==> config.mk <==
export PLATFORM = sky130hd
export DESIGN_NAME = prime_test_sequencer
export DESIGN_NICKNAME = d
export VERILOG_FILES = /design/src/rtl/prime_test_sequencer_pkg.sv /design/src/rtl/prime_test_sequencer_start_edge_sync.sv /design/src/rtl/prime_test_sequencer.sv
export SDC_FILE = /design/constraint.sdc
export NUM_CORES = 1
export LEC_CHECK = 0
export BUFFER_PORTS_ARGS = -buffer_cell sky130_fd_sc_hd__buf_2
export CAP_MARGIN = 5
export CORE_MARGIN = 2
export CORE_UTILIZATION = 61
export CTS_BUF_LIST = sky130_fd_sc_hd__clkbuf_2 sky130_fd_sc_hd__clkbuf_4 sky130_fd_sc_hd__clkbuf_8
export CTS_CLUSTER_SIZE = 28
export DETAILED_ROUTE_END_ITERATION = 7
export HOLD_SLACK_MARGIN = 0.06
export PLACE_DENSITY = 0.88
export SLEW_MARGIN = 5
export SYNTH_ARGS = -nofsm -noshare
export SYNTH_HDL_FRONTEND = slang
export SYNTH_HIERARCHICAL = 1
export SYNTH_SLANG_ARGS = --single-unit
==> constraint.sdc <==
create_clock -name clk -period 4.05 [get_ports clk]
set_input_delay 0.405 -clock clk [delete_from_list [all_inputs] [get_ports clk]]
set_output_delay 0.405 -clock clk [all_outputs]
set_load 0.05 [all_outputs]
==> src/rtl/prime_test_sequencer_pkg.sv <==
// Shared definitions for the primality sequencer: state codes, Ctrl bit indices and the default width.
package prime_test_sequencer_pkg;

    localparam int W_DEFAULT = 8;
    localparam int CTRL_W    = 7;

    localparam int CTRL_LD_E  = 0;
    localparam int CTRL_LD_A  = 1;
    localparam int CTRL_LD_K  = 2;
    localparam int CTRL_SUB_A = 3;
    localparam int CTRL_INC_K = 4;
    localparam int CTRL_SET_P = 5;
    localparam int CTRL_CLR_P = 6;

    typedef enum logic [3:0] {
        ST_IDLE   = 4'd0,
        ST_LOAD_E = 4'd1,
        ST_LOAD_K = 4'd2,
        ST_SMALL  = 4'd3,
        ST_OUTER  = 4'd4,
        ST_LOAD_A = 4'd5,
        ST_SUB    = 4'd6,
        ST_TEST   = 4'd7,
        ST_INC_K  = 4'd8,
        ST_PRIME  = 4'd9,
        ST_COMP   = 4'd10
    } state_t;

    function automatic logic [CTRL_W-1:0] ctrl_bit(input int idx);
        logic [CTRL_W-1:0] v;
        v      = '0;
        v[idx] = 1'b1;
        return v;
    endfunction

endpackage

==> src/rtl/prime_test_sequencer_start_edge_sync.sv <==
// Two-flop synchroniser for the raw Start level followed by a rising-edge pulse.
module start_edge_sync (
    input  logic clk,
    input  logic rst_n,
    input  logic raw,
    output logic pulse
);

    logic [1:0] sync_reg;
    logic       prev_reg;

    always_ff @(posedge clk or negedge rst_n) begin
        if (!rst_n) begin
            sync_reg <= '0;
            prev_reg <= 1'b0;
        end else begin
            sync_reg <= {sync_reg[0], raw};
            prev_reg <= sync_reg[1];
        end
    end

    assign pulse = sync_reg[1] & ~prev_reg;

endmodule

==> src/rtl/prime_test_sequencer.sv <==
// Trial-division primality sequencer with start/busy/done handshake and watchdog.
// Optional SEQ_TRACE_EN adds dbg_state and dbg_cycles debug ports.
module prime_test_sequencer
    import prime_test_sequencer_pkg::*;
#(
    parameter int W          = W_DEFAULT,
    parameter int MAX_CYCLES = 4095
) (
    input  logic              clk,
    input  logic              rst_n,
    input  logic              start,
    input  logic [W-1:0]      e,
    input  logic [W-1:0]      a,
    input  logic [W-1:0]      k,
    output logic [CTRL_W-1:0] ctrl,
    output logic              busy,
    output logic              done,
    output logic              err
`ifdef SEQ_TRACE_EN
    ,
    output logic [3:0]        dbg_state,
    output logic [11:0]       dbg_cycles
`endif
);

    localparam int WD_W = $clog2(MAX_CYCLES + 1);

    state_t            state_reg, state_next;
    logic [CTRL_W-1:0] ctrl_reg, ctrl_next;
    logic              busy_reg, busy_next;
    logic              done_reg, done_next;
    logic              err_reg, err_next;
    logic [WD_W-1:0]   wd_reg;
    logic              start_pulse;
    logic              start_accept;
    logic              sub_issue;
    logic              wd_fire;

    start_edge_sync u_start_sync (
        .clk   (clk),
        .rst_n (rst_n),
        .raw   (start),
        .pulse (start_pulse)
    );

    assign start_accept = (state_reg == ST_IDLE) && start_pulse;
    assign wd_fire      = busy_reg && (wd_reg == WD_W'(MAX_CYCLES - 1));

    always_comb begin
        state_next = state_reg;
        sub_issue  = 1'b0;
        case (state_reg)
            ST_IDLE:   if (start_accept) state_next = ST_LOAD_E;
            ST_LOAD_E: state_next = ST_LOAD_K;
            ST_LOAD_K: state_next = ST_SMALL;
            ST_SMALL: begin
                if (e < W'(2))       state_next = ST_COMP;
                else if (e == W'(2)) state_next = ST_PRIME;
                else                 state_next = ST_OUTER;
            end
            ST_OUTER:  state_next = (k >= e) ? ST_PRIME : ST_LOAD_A;
            ST_LOAD_A: state_next = ST_SUB;
            ST_SUB: begin
                // A subtract issued last cycle has not reached A yet; wait one cycle before comparing.
                if (ctrl_reg[CTRL_SUB_A]) begin
                    state_next = ST_SUB;
                end else if (a >= k) begin
                    state_next = ST_SUB;
                    sub_issue  = 1'b1;
                end else begin
                    state_next = ST_TEST;
                end
            end
            ST_TEST:   state_next = (a == '0) ? ST_COMP : ST_INC_K;
            ST_INC_K:  state_next = ST_OUTER;
            ST_PRIME:  state_next = ST_IDLE;
            ST_COMP:   state_next = ST_IDLE;
            default:   state_next = ST_IDLE;
        endcase

        if (wd_fire) state_next = ST_COMP;

        ctrl_next = '0;
        case (state_next)
            ST_LOAD_E: ctrl_next = ctrl_bit(CTRL_LD_E);
            ST_LOAD_K: ctrl_next = ctrl_bit(CTRL_LD_K);
            ST_LOAD_A: ctrl_next = ctrl_bit(CTRL_LD_A);
            ST_SUB:    ctrl_next = sub_issue ? ctrl_bit(CTRL_SUB_A) : '0;
            ST_INC_K:  ctrl_next = ctrl_bit(CTRL_INC_K);
            ST_PRIME:  ctrl_next = ctrl_bit(CTRL_SET_P);
            ST_COMP:   ctrl_next = ctrl_bit(CTRL_CLR_P);
            default:   ctrl_next = '0;
        endcase

        done_next = (state_next == ST_PRIME) || (state_next == ST_COMP);
        busy_next = !done_next && (state_next != ST_IDLE);

        if (wd_fire)           err_next = 1'b1;
        else if (start_accept) err_next = 1'b0;
        else                   err_next = err_reg;
    end

    always_ff @(posedge clk or negedge rst_n) begin
        if (!rst_n) begin
            state_reg <= ST_IDLE;
            ctrl_reg  <= '0;
            busy_reg  <= 1'b0;
            done_reg  <= 1'b0;
            err_reg   <= 1'b0;
            wd_reg    <= '0;
        end else begin
            state_reg <= state_next;
            ctrl_reg  <= ctrl_next;
            busy_reg  <= busy_next;
            done_reg  <= done_next;
            err_reg   <= err_next;
            if (start_accept)  wd_reg <= '0;
            else if (busy_reg) wd_reg <= wd_reg + WD_W'(1);
        end
    end

    assign ctrl = ctrl_reg;
    assign busy = busy_reg;
    assign done = done_reg;
    assign err  = err_reg;

`ifdef SEQ_TRACE_EN
    logic [11:0] cycles_reg;

    always_ff @(posedge clk or negedge rst_n) begin
        if (!rst_n)         cycles_reg <= '0;
        else if (done_next) cycles_reg <= 12'(wd_reg) + 12'd1;
    end

    assign dbg_state  = state_reg;
    assign dbg_cycles = cycles_reg;
`endif

endmodule

Word-level counts from Yosys, hierarchy flattened
Cells that the tools add are included.
{ "classes": {"bitwise": 2, "n_mux": 18, "n_eq_ne": 17, "addsub": 1, "n_lt_le_gt_ge": 3, "reduce_logical": 10} }
{ "op_table": {"columns": ["op", "n"], "rows": [
  ["$pmux 7 s7", 1],
  ["$pmux 4 s9", 1],
  ["$eq 4x3->1 const B", 6],
  ["$mux 12", 2],
  ["$mux 4", 6],
  ["$eq 4x4->1 const B", 4],
  ["$ge 8x8->1", 2],
  ["$add 12x1->12 const B", 1],
  ["$eq 12x12->1 const B", 1],
  ["$eq 4x2->1 const B", 3],
  ["$eq 4x1->1 const B", 2],
  ["$eq 8x2->1 const B", 1],
  ["$logic_not 8->1", 1],
  ["$lt 8x2->1 const B", 1],
  ["$mux 1", 7],
  ["$logic_not 4->1", 1],
  ["$reduce_bool 2->1", 2],
  ["$reduce_bool 4->1", 1],
  ["$logic_and 1x1->1", 3],
  ["$mux 2", 1],
  ["$and 1x1->1", 1],
  ["$logic_not 1->1", 1],
  ["$logic_or 1x1->1", 1],
  ["$not 1->1", 1]
]} }
{ "totals": {"inputBits": 27, "ff_bits": 29, "out_inout_bits": 10} }

Depth between registers and ports, before layout
Gate-level depths: netlist of the first run.
{ "logic_depth": {"ltp_word": 10, "ltp_mapped": 10, "mapped_depth_nobuf": 9} }

By module
The synthesis of the first run kept the hierarchy.
{ "by_module_without_submodules": {"columns": ["mod", "cells_per_inst", "area_per_inst_um2", "seq_area_each_um2", "n_inst"], "rows": [
  ["prime_test_sequencer", 185, 1674.1, 650.6, 1],
  ["start_edge_sync", 4, 88.8, 75.1, 1]
]} }

Least setup slack after synthesis of the first run
No wires, ideal clock.
{ "synth_path": {"path_kind": "input -> register", "startpoint": "in k[0]", "endpoint": "reg ctrl_reg[0] (netlist: ctrl[0])", "setup_time_ns": 0.073, "path_buffers": 0, "setup_slack_ns": 1.874, "t_arrival_ns": 2.103, "path_stages": 9, "path_cell_list": "inv_1 > ha_1 > nand2b_1 > a2111oi_0 > o31ai_1 > a31oi_1 > and2_0 > nand2b_1 > nor2_1"} }
{ "synth_via": {"elab_chain_len": 7, "word_cells_on_any_way": 15, "classes_between": "order compare: 2; eq/ne: 7; mux: 6"} }
{ "synth_rtl": {"columns": ["element", "line_no", "text"], "rows": [
  ["from (decl)", "prime_test_sequencer.sv:14", "input logic [W-1:0] k,"],
  ["$ge 8x8->1", "prime_test_sequencer.sv:67", "end else if (a >= k) begin"],
  ["$mux 1", "prime_test_sequencer.sv:67", null],
  ["$mux 1", "prime_test_sequencer.sv:65", "if (ctrl_reg[CTRL_SUB_A]) begin"],
  ["$pmux 4 s9 *", "prime_test_sequencer.sv:52", "case (state_reg)"],
  ["$mux 4 *", "prime_test_sequencer.sv:81", "if (wd_fire) state_next = ST_COMP;"],
  ["$eq 4x4->1 (tied with other cells)", "prime_test_sequencer.sv:84", "case (state_next)"],
  ["$pmux 7 s7 *", "prime_test_sequencer.sv:84", null],
  ["named net ctrl_next[0]", "prime_test_sequencer.sv:29", "logic [CTRL_W-1:0] ctrl_reg, ctrl_next;"],
  ["to (signal assigned)", "prime_test_sequencer.sv:113", "ctrl_reg <= ctrl_next;"],
  ["to (decl)", "prime_test_sequencer.sv:29", null]
]} }
The timed path passes the listed nets; every way through them passes the cells marked *.
A chain may end at the register's enable or synchronous reset.

Worst setup path in the final report of the first run
{ "layout_path": {"startpoint": "in e[0]", "endpoint": "reg ctrl_reg[2] (netlist: ctrl[2])"} }
{ "layout_via": {"elab_chain_len": 7, "word_cells_on_any_way": 16, "classes_between": "order compare: 2; eq/ne: 8; mux: 6"} }
{ "layout_rtl": {"columns": ["element", "line_no", "text"], "rows": [
  ["from (decl)", "prime_test_sequencer.sv:12", "input logic [W-1:0] e,"],
  ["branches (longest 3 deep; another with $lt 8x2->1)", null, null],
  ["$pmux 4 s9 *", "prime_test_sequencer.sv:52", null],
  ["$mux 4 *", "prime_test_sequencer.sv:81", null],
  ["$eq 4x4->1 (tied with other cells)", "prime_test_sequencer.sv:84", null],
  ["$pmux 7 s7 *", "prime_test_sequencer.sv:84", null],
  ["named net ctrl_next[2]", "prime_test_sequencer.sv:29", null]
]} }
Mark *: on every way through the listed nets, which the timed path passes.

==> out/qor.csv, run 1 <==
metric;value;unit
status;finished, final reports clean;
start_kind;input port;
grt_usage;0.236;
row_count;19;
yosysTopAreaCellShare;0.412;
grt_max_degree;30;
finalSetupViolCount;0;
hold_viol;0;
max-cap-violations;0;
design_area;0.00202;sq mm
clock.fmax;0.446;GHz
dpl_cell_area;0.00195;sq mm
postRouteAntennaNets;0;
via_count;1438;
drv_slew;0;
setup_tns;0;ns
netlist_top_cells_count;dfrtp_1 (29), nor2_1 (23), inv_1 (22);
crit_buf_inv;1;
syn-cell-area;0.00176;sq mm
overflow;0;
core;0.00276;sq mm
cts_tree;built;
antenna_found_initial;0;
dp_slack;1.51;ns
grt_pass1_wl;5980;um
first_pass_iters;4;
power;1190;uW
drc_errors;0;
synth-seq-cells;29;
hold_path.class;in -> async;
critPathArrivalTime;2.51;ns
hpwl;2680;um
clk_path_buf_depth;2;
rsz0062_at_grt;no;
setup_slack;1.81;ns
wl_per_cell;13.5;um
num_io_pins;37;
cp-end-kind;flip-flop;
syn-num-nets;234;
path_delay_family;compound AO/OA/AOI/OAI gates;
worstMarginPinSlew;0.701;ns
place.gp.congestion;0.859;
wl;3490;um
synth_seq_area_share;0.412;
powerDensity;591;mW/mm^2
drive_above_1_share;0.216;
placed_cells;250;
crit_path_max_incr_delay;0.44;ns
fin_cells;258;
clock_latency;0.33;ns
critPathMaxFanout;6;
fin_crit_sh;0.554;
cts_resized;0;
yosysMostFrequentCell;dfrtp_1;
yosys_warnings;6;
drt_iter0_markers;50;
dieArea;0.00334;sq mm
cp_slowest_cell;a2111oi_0;
numCtsBuffers;5;
path_cells;buf_2 > ha_1 > nand2b_1 > a2111oi_0 > o31ai_1 > a31oi_1 > and2_0 > nand2b_1 > nor2_1;
cp.required;4.31;ns
cts-root-buf;clkbuf_4;
cts_num_sinks;29;
final_nets;271;
die_w;57.8;um
synth-edff-count;0;
post_cts_buffers;0;
synth_cell_types;38;
ys_top_cells_by_area;dfrtp_1 (41%), ha_1 (13%), nor2_1 (4.9%);
cts-htree-levels;2;
skew;0.00748;ns
cts.clk_slew.worst_paths;0.09;ns
power_leakage;0.00107;uW
port-buffer-count;36;
antenna_cells;0;
ctsHoldBuffers;0;
synth_largest_area_cell;dfrtp_1;
die_h;57.8;um
critical_path.most_common_cell;nand2b_1;
syn_inst;189;
criticalPathCategory;in -> reg;
viasPerCell;5.57;
synthFlopType;dfrtp_1;
grt_pass1_vias;1387;
period_needed;2.24;ns
largest_reg_flops;12;
syn_avg_cell_area;9.33;sq um
ir_drop;653;uV
initial_core_util;0.639;
syn_to_final_growth;14.5;%
async_flop_share;1.00;
relSlewSlack;0.528;
-- per-layer routing --
metal | track usage | routed length (um) | vias to the layer above
li1 | - | - | 723
met1 | 0.310 | 1600 | 663
met2 | 0.373 | 1650 | 41
met3 | 0.0670 | 166 | 11
met4 | 0.0897 | 69 | 0
met5 | 0 | 0 | -
-- per-stage QoR --
step | hold WS (ns) | util
2_1_floorplan | 0.109 | -
3_3_place_gp | 0.333 | 0.707
3_5_place_dp | 0.336 | 0.707
4_1_cts | 0.0813 | 0.732
5_1_grt | 0.111 | 0.732
6_report | 0.0656 | 0.732
-- cells by family (layout without fill, tap and decap cells) --
kind of cell,count (synthesis),count (layout),synth area share
DFF,29,29,0.412
and+or+nand+nor,72,72,0.224
xor gates and xnor gates,9,9,0.0447
muxes,3,3,0.0170
AOI/OAI and AO/OA,30,30,0.110
adders and majority gates,18,18,0.128
buffers and inverters,28,66,0.0653
-- cells in the final DEF, fill, tap and decap left out, types with 2 or more instances in the layout --
| master | instances |
|---|---|
| nand4_1 | 6 |
| nor2_1 | 23 |
| o31ai_1 | 5 |
| clkbuf_4 | 5 |
| ha_1 | 18 |
| a21oi_1 | 9 |
| or3_1 | 4 |
| buf_2 | 36 |
| mux2i_1 | 3 |
| and3_1 | 2 |
| a31oi_1 | 2 |
| or4_1 | 2 |
| dfrtp_1 | 29 |
| nor3_1 | 3 |
| xnor2_1 | 2 |
| nor4_1 | 2 |
| clkbuf_8 | 2 |
| o21ai_0 | 6 |
| o21a_1 | 3 |
| nand2_1 | 15 |
| nand2b_1 | 5 |
| inv_1 | 22 |
| xor2_1 | 7 |
-- final timing paths --
kind,slack (ns),to,from,cells past startpoint
max in group asynchronous,3.58,ctrl[2],rst_n,1
min in group clk,0.18,u_start_sync/sync_reg[0],start,1
max,1.81,ctrl[2],e[0],9
min reg2reg,0.36,u_start_sync/sync_reg[1],u_start_sync/sync_reg[0],0
min,0.07,wd_reg[0],rst_n,1
max reg2reg,1.94,busy,wd_reg[4],7
-- where the power goes --
| part | switching, uW | internal [uW] | total, uW | leakage [uW] |
|---|---|---|---|---|
| registers | 85.9 | 365 | 451 | 0.000377 |
| logic | 334 | 203 | 538 | 0.000655 |
| clock network | 103 | 100 | 204 | 0.0000413 |
-- worst reg2reg max path, stage by stage (launching register included) --
cell and delay (ns):
dfrtp_1 0.40, and3_1 0.20, and3_4 0.22, nand3_2 0.07
or3_4 0.41, and3_1 0.26, nand3b_4 0.18, o221a_1 0.27
-- final cells by class --
cell class | instances | area, sq um
Fill cell | 195 | 738
Tap cell | 31 | 38.8
Sequential cell | 29 | 726
Inverter | 22 | 82.6
Multi-Input combinational cell | 132 | 922
Timing Repair Buffer | 36 | 180
Clock inverter | 1 | 5.00
Clock buffer | 7 | 65.1
(Power assumes the default switching activity.)
==> inputs of run 2 (changes only) <==
--- a/config.mk
+++ b/config.mk
@@ -5,15 +5,16 @@
 export SDC_FILE = /design/constraint.sdc
 export NUM_CORES = 1
 export LEC_CHECK = 0
+export ABC_AREA = 1
 export BUFFER_PORTS_ARGS = -buffer_cell sky130_fd_sc_hd__buf_2
 export CAP_MARGIN = 5
 export CORE_MARGIN = 2
-export CORE_UTILIZATION = 61
+export CORE_UTILIZATION = 57
 export CTS_BUF_LIST = sky130_fd_sc_hd__clkbuf_2 sky130_fd_sc_hd__clkbuf_4 sky130_fd_sc_hd__clkbuf_8
 export CTS_CLUSTER_SIZE = 28
 export DETAILED_ROUTE_END_ITERATION = 7
 export HOLD_SLACK_MARGIN = 0.06
-export PLACE_DENSITY = 0.88
+export PLACE_DENSITY = 0.82
 export SLEW_MARGIN = 5
 export SYNTH_ARGS = -nofsm -noshare
 export SYNTH_HDL_FRONTEND = slang
==> constraint.sdc (replaced) <==
create_clock -name clk -period 2.2 [get_ports clk]
set_input_delay 0.22 -clock clk [delete_from_list [all_inputs] [get_ports clk]]
set_output_delay 0.22 -clock clk [all_outputs]
set_load 0.05 [all_outputs]
==> out/qor.csv, run 2 <==
metric;value;unit;change
status;finished, final reports clean;;unchanged
drt_iter0_markers;60;;was 50
die_h;61.9;um;was 57.8 um
viasPerCell;4.85;;was 5.57
crit_path_max_incr_delay;0.43;ns;was 0.44 ns
r2r_slack;0.57;ns;was 1.94 ns
first_pass_iters;4;;unchanged
criticalPathCategory;reg -> reg;;was in -> reg
r2r-start;state_reg[1];;was wd_reg[4]
setup_tns;0;ns;unchanged
core;0.00328;sq mm;was 0.00276 sq mm
ir_drop;774;uV;was 653 uV
ys_top_cells_by_area;dfrtp_1 (38%), nand2_1 (12%), ha_1 (12%);;was dfrtp_1 (41%), ha_1 (13%), nor2_1 (4.9%)
drc_errors;0;;unchanged
syn_to_final_growth;15.5;%;was 14.5%
numCtsBuffers;5;;unchanged
synth_cell_types;25;;was 38
initial_core_util;0.581;;was 0.639
syn-num-nets;305;;was 234
setup_slack;0.570;ns;was 1.81 ns
min_path_cells;0;;
syn-cell-area;0.00191;sq mm;was 0.00176 sq mm
grt_max_degree;30;;unchanged
cp_slowest_cell;dfrtp_1;;was a2111oi_0
critPathArrivalTime;1.84;ns;was 2.51 ns
hpwl;3050;um;was 2680 um
start_kind;flip-flop;;was input port
netlist_top_cells_count;nand2_1 (63), inv_1 (47), nor2_1 (34);;was dfrtp_1 (29), nor2_1 (23), inv_1 (22)
power;2180;uW;was 1190 uW
holdPathEnd;u_start_sync/sync_reg[1];;
syn_avg_cell_area;7.34;sq um;was 9.33 sq um
dpl_cell_area;0.00214;sq mm;was 0.00195 sq mm
clk_path_buf_depth;2;;unchanged
syn_inst;260;;was 189
cts_num_sinks;29;;unchanged
fin_crit_sh;0.741;;
powerDensity;987;mW/mm^2;was 591 mW/mm^2
grt_usage;0.224;;was 0.236
max-cap-violations;0;;unchanged
hold_path.class;reg -> reg;;was in -> async
largest_reg_flops;12;;unchanged
overflow;0;;unchanged
cts-htree-levels;2;;unchanged
antenna_cells;0;;unchanged
yosys_warnings;6;;unchanged
final_nets;349;;was 271
cts.clk_slew.worst_paths;0.09;ns;about the same
wl;3770;um;was 3490 um
post_cts_buffers;0;;unchanged
layout_commonest_cell;nand2_1;;was buf_2
place.gp.congestion;0.840;;was 0.859
wl_per_cell;10.8;um;was 13.5 um
postRouteAntennaNets;0;;unchanged
fillers;292;;was 195
num_io_pins;37;;unchanged
row_count;21;;was 19
grt_pass1_wl;6240;um;was 5980 um
rr_worst_depth;8;;was 7
cts_tree;built;;unchanged
synth-seq-cells;29;;unchanged
design_area;0.00220;sq mm;was 0.00202 sq mm
min_from;u_start_sync/sync_reg[0];;
cts-root-buf;clkbuf_4;;unchanged
reg2reg_to;busy;;unchanged
yosysTopAreaCellShare;0.380;;was 0.412
finalSetupViolCount;0;;unchanged
drive_above_1_share;0.221;;was 0.216
hold_viol;0;;unchanged
dieArea;0.00383;sq mm;was 0.00334 sq mm
grt_pass1_vias;1541;;was 1,387
critPathMaxFanout;14;;was 6
worstMarginPinSlew;0.637;ns;was 0.701 ns
path_cells;nor2_2 > nand3_2 > nand3_1 > nor2_1 > nand2_2 > nand4_1 > nand2_2 > nor2_1;;was buf_2 > ha_1 > nand2b_1 > a2111oi_0 > o31ai_1 > a31oi_1 > and2_0 > nand2b_1 > nor2_1
synthFlopType;dfrtp_1;;unchanged
skew;0.0103;ns;was 0.00748 ns
power_leakage;0.00130;uW;was 0.00107 uW
port-buffer-count;36;;unchanged
rsz0062_at_grt;no;;unchanged
dp_slack;0.526;ns;was 1.51 ns
via_count;1693;;was 1,438
clock.fmax;0.614;GHz;
cp-end-kind;flip-flop;;unchanged
synth-edff-count;0;;unchanged
holdWs;0.355;ns;was 0.0656 ns
die_w;61.9;um;was 57.8 um
yosysMostFrequentCell;nand2_1;;was dfrtp_1
relSlewSlack;0.576;;was 0.528
synth_largest_area_cell;dfrtp_1;;unchanged
async_flop_share;1.00;;unchanged
period_needed;1.63;ns;
final_cell_mix;nand2_1 (63), inv_1 (47), buf_2 (36), nor2_1 (34), dfrtp_1 (29);;was buf_2 (36), dfrtp_1 (29), nor2_1 (23), inv_1 (22), ha_1 (18)
clock_latency;0.32;ns;was 0.33 ns
drv_slew;0;;unchanged
antenna_found_initial;0;;unchanged
synth_seq_area_share;0.380;;was 0.412
cp.required;2.41;ns;was 4.31 ns
[run 2: cell count changes in the layout (fill, tap and decap cells not counted), moves of 3 or more]
cell      delta
nand2_1     +48
inv_1       +25
nor2_1      +11
nand3_1     +10
xor2_1       -7
nor2_2       +6
inv_2        +5
nand2_2      +5
nand2b_1     -5
o31ai_1      -5
nand4_1      -4
or3_1        -4
mux2i_1      -3
[run 2: worst max-delay path by stage]
stage	start	endpoint	slack (ns)
2_1_floorplan	busy	busy	0.56
3_3_place_gp	state_reg[1]	busy	0.60
3_5_place_dp	e[3]	busy	0.53
4_1_cts	state_reg[0]	busy	0.54
5_1_grt	state_reg[1]	busy	0.40
6_report	state_reg[1]	busy	0.57
[run 2: worst max-delay path, delay by kind of cell, from the launching register on]
family / cells / cell delay (ns)
flip-flops: 1 / 0.43
AND/OR/NAND/NOR: 8 / 1.07
[run 2: routing by layer]
metal | up-vias | track usage | wire (um)
met4 | 0 | 0.0638 | 38
met3 | 5 | 0.0497 | 135
met1 | 771 | 0.290 | 1850
met5 | - | 0 | 0
met2 | 26 | 0.380 | 1750
li1 | 891 | - | -
[run 2: cell families after synthesis]
| family | share of synthesized area |
|---|---|
| flip-flops | 0.380 |
| AO/OA/AOI/OAI | 0.0629 |
| XOR/XNOR | 0.00459 |
| adder cells (fa/ha/maj) | 0.118 |
| buffers and inverters | 0.109 |
| AND/OR/NAND/NOR | 0.326 |
[run 2: metrics by stage]
stage,util,cells
after CTS,0.671,349
after detailed placement,0.652,341
after global routing,0.671,349
final,0.671,349
after global placement,0.652,341
after floorplan,-,260
[run 2: final cells by class]
| type | count | area (sq um) | area share |
|---|---|---|---|
| flip-flops and latches | 29 | 726 | 0.329 |
| repair buffers | 38 | 200 | 0.0908 |
| multi-input cells | 176 | 976 | 0.443 |
| clock inverters | 1 | 5.00 | 0.00227 |
| well taps | 46 | 57.6 | 0.0261 |
| clock buffers | 5 | 37.5 | 0.0170 |
| inverters | 54 | 203 | 0.0919 |
[run 2: repair_timing]
item	in CTS	in global routing
hold endpoints to repair	30	0
hold buffers	2	0
gates resized for setup	0	0
[run 2: report_power, final]
part | internal (uW) | total [uW] | switching (uW)
Clock | 111 | 285 | 174
Sequential | 678 | 802 | 124
Combinational | 341 | 1090 | 748
==> inputs of run 3 (changes only) <==
==> constraint.sdc (replaced) <==
create_clock -name clk -period 1.5 [get_ports clk]
set_input_delay 0.15 -clock clk [delete_from_list [all_inputs] [get_ports clk]]
set_output_delay 0.15 -clock clk [all_outputs]
set_load 0.05 [all_outputs]
==> out/qor.csv, run 3 (same netlist as run 2, synthesis figures left out) <==
metric;value;unit;change
holdWs;0.358;ns;was 0.355 ns
status;finished, final reports clean;;unchanged
switching_share;0.466;;was 0.481
antenna_found_initial;0;;unchanged
syn_to_final_growth;28.4;%;was 15.5%
setup_slack;0.0149;ns;was 0.570 ns
postRouteAntennaNets;0;;unchanged
max-cap-violations;0;;unchanged
finish.utilization;0.747;;was 0.671
initial_core_util;0.581;;unchanged
cts-htree-levels;2;;unchanged
die_w;61.9;um;unchanged
row_count;21;;unchanged
final_cell_mix;nand2_1 (58), inv_1 (45), buf_2 (36), nor2_1 (29), dfrtp_1 (26);;was nand2_1 (63), inv_1 (47), buf_2 (36), nor2_1 (34), dfrtp_1 (29)
multi_input_area;0.00107;sq mm;was 976 sq um
cts_tree;built;;unchanged
dp_slack;-0.0733;ns;was 0.526 ns
clock.fmax;0.673;GHz;was 0.614 GHz
grt_usage;0.233;;was 0.224
regArea;729;sq um;was 726 sq um
wl;4110;um;was 3770 um
criticalPathCategory;reg -> reg;;unchanged
relSlewSlack;0.578;;was 0.576
power_frac_seq;0.328;;was 0.369
die_h;61.9;um;unchanged
hold_path.class;in -> async;;was reg -> reg
numCtsBuffers;5;;unchanged
clock_latency;0.33;ns;was 0.32 ns
clk_path_buf_depth;2;;unchanged
critPathArrivalTime;1.71;ns;was 1.84 ns
num_io_pins;37;;unchanged
cts_num_sinks;29;;unchanged
r2r-start;wd_reg[5];;was state_reg[1]
grt_pass1_vias;1632;;was 1,541
start_kind;flip-flop;;unchanged
hpwl;2950;um;was 3050 um
power.switching;1740;uW;was 1050 uW
rr_worst_depth;8;;unchanged
drt_iter0_markers;56;;was 60
pwr-share-clk;0.143;;was 0.131
power;3740;uW;was 2180 uW
overflow;0;;unchanged
critPathMaxFanout;4;;was 14
cts.clk_slew.worst_paths;0.09;ns;about the same
fillers;257;;was 292
grt_pass1_wl;6440;um;was 6240 um
powerDensity;1530;mW/mm^2;was 987 mW/mm^2
largest_reg_flops;12;;unchanged
skew;0.0123;ns;was 0.0103 ns
drc_errors;0;;unchanged
worstMarginPinSlew;0.632;ns;was 0.637 ns
power_leakage;0.00142;uW;was 0.00130 uW
dieArea;0.00383;sq mm;unchanged
setup_tns;0;ns;unchanged
cp-end-kind;flip-flop;;unchanged
cts-root-buf;clkbuf_4;;unchanged
via_count;1753;;was 1,693
period_needed;1.49;ns;was 1.63 ns
reg2reg_to;busy;;unchanged
internal-power;2000;uW;was 1130 uW
rsz0062_at_grt;yes;;was no
viasPerCell;4.79;;was 4.85
fin_crit_sh;0.990;;was 0.741
place.gp.congestion;0.883;;was 0.840
drive_above_1_share;0.319;;was 0.221
hold_viol;0;;unchanged
final_nets;364;;was 349
grt_max_degree;30;;unchanged
core;0.00328;sq mm;unchanged
finalSetupViolCount;0;;unchanged
antenna_cells;0;;unchanged
drv_slew;0;;unchanged
port-buffer-count;36;;unchanged
first_pass_iters;4;;unchanged
cp.required;1.73;ns;was 2.41 ns
pwr-share-comb;0.529;;was 0.501
ir_drop;1430;uV;was 774 uV
r2r_slack;0.01;ns;was 0.57 ns
layout_commonest_cell;nand2_1;;unchanged
wl_per_cell;11.2;um;was 10.8 um
## run 3: cell count changes in the layout (fill, tap and decap cells not counted), sizes merged
cell / delta
inv: +1
clkinv: -2
clkbuf: +3
buf: +15
## run 3: layer usage
layer,wire (um),vias up,global-route usage
li1,-,922,-
met1,1900,795,0.280
met2,1990,30,0.388
met3,153,6,0.0704
met4,68,0,0.0973
met5,0,-,0
## run 3: power groups by stage
stage / Combinational, uW / Clock (uW) / Sequential, uW
3_3_place_gp: 1680 / 0 / 1180
5_1_grt: 2220 / 579 / 1250
6_report: 1980 / 534 / 1230
3_5_place_dp: 1720 / 0 / 1180
2_1_floorplan: 1020 / 0 / 1390
4_1_cts: 1740 / 546 / 1170
## run 3: timing repair
action / in CTS / in global routing
setup endpoints to repair: 1 / 16
pin swaps: 4 / 13
gates cloned: 0 / 0
endpoints found under the hold margin: 30 / 0
setup buffers: 2 / 2
hold buffers: 2 / 0
gates resized for setup: 4 / 28
## run 3: metrics by stage
step                      instance area [sq um]  instances
after detailed placement                   2230        352
after global routing                       2450        366
after global placement                     2230        352
after CTS                                  2340        364
final                                      2450        366
after floorplan                            1910        260
## run 3: critical path: stages (launching register included)
cell and delay [ns]:
dfrtp_1 0.47, nand2_2 0.12, nor2_4 0.16, nand4_4 0.17
buf_6 0.16, nand2_4 0.08, nand2_1 0.07, nor2_1 0.10
nor2_1 0.05
## run 3: worst max path at each step
stage,from,endpoint,slack [ns],cells after the start
detailed placement,e[3],busy,-0.07,15
global route,state_reg[3],busy,-0.1,8
CTS,wd_reg[0],busy,0.004,10
floorplan,busy,busy,0.03,9
finish,wd_reg[5],busy,0.01,8
global placement,e[3],busy,-0.01,15
## run 3: cell type report
class,instances,area share
Multi-Input combinational cell,176,0.436
Timing Repair Buffer,53,0.132
Sequential cell,29,0.297
Tap cell,46,0.0235
Clock buffer,8,0.0270
Inverter,54,0.0837
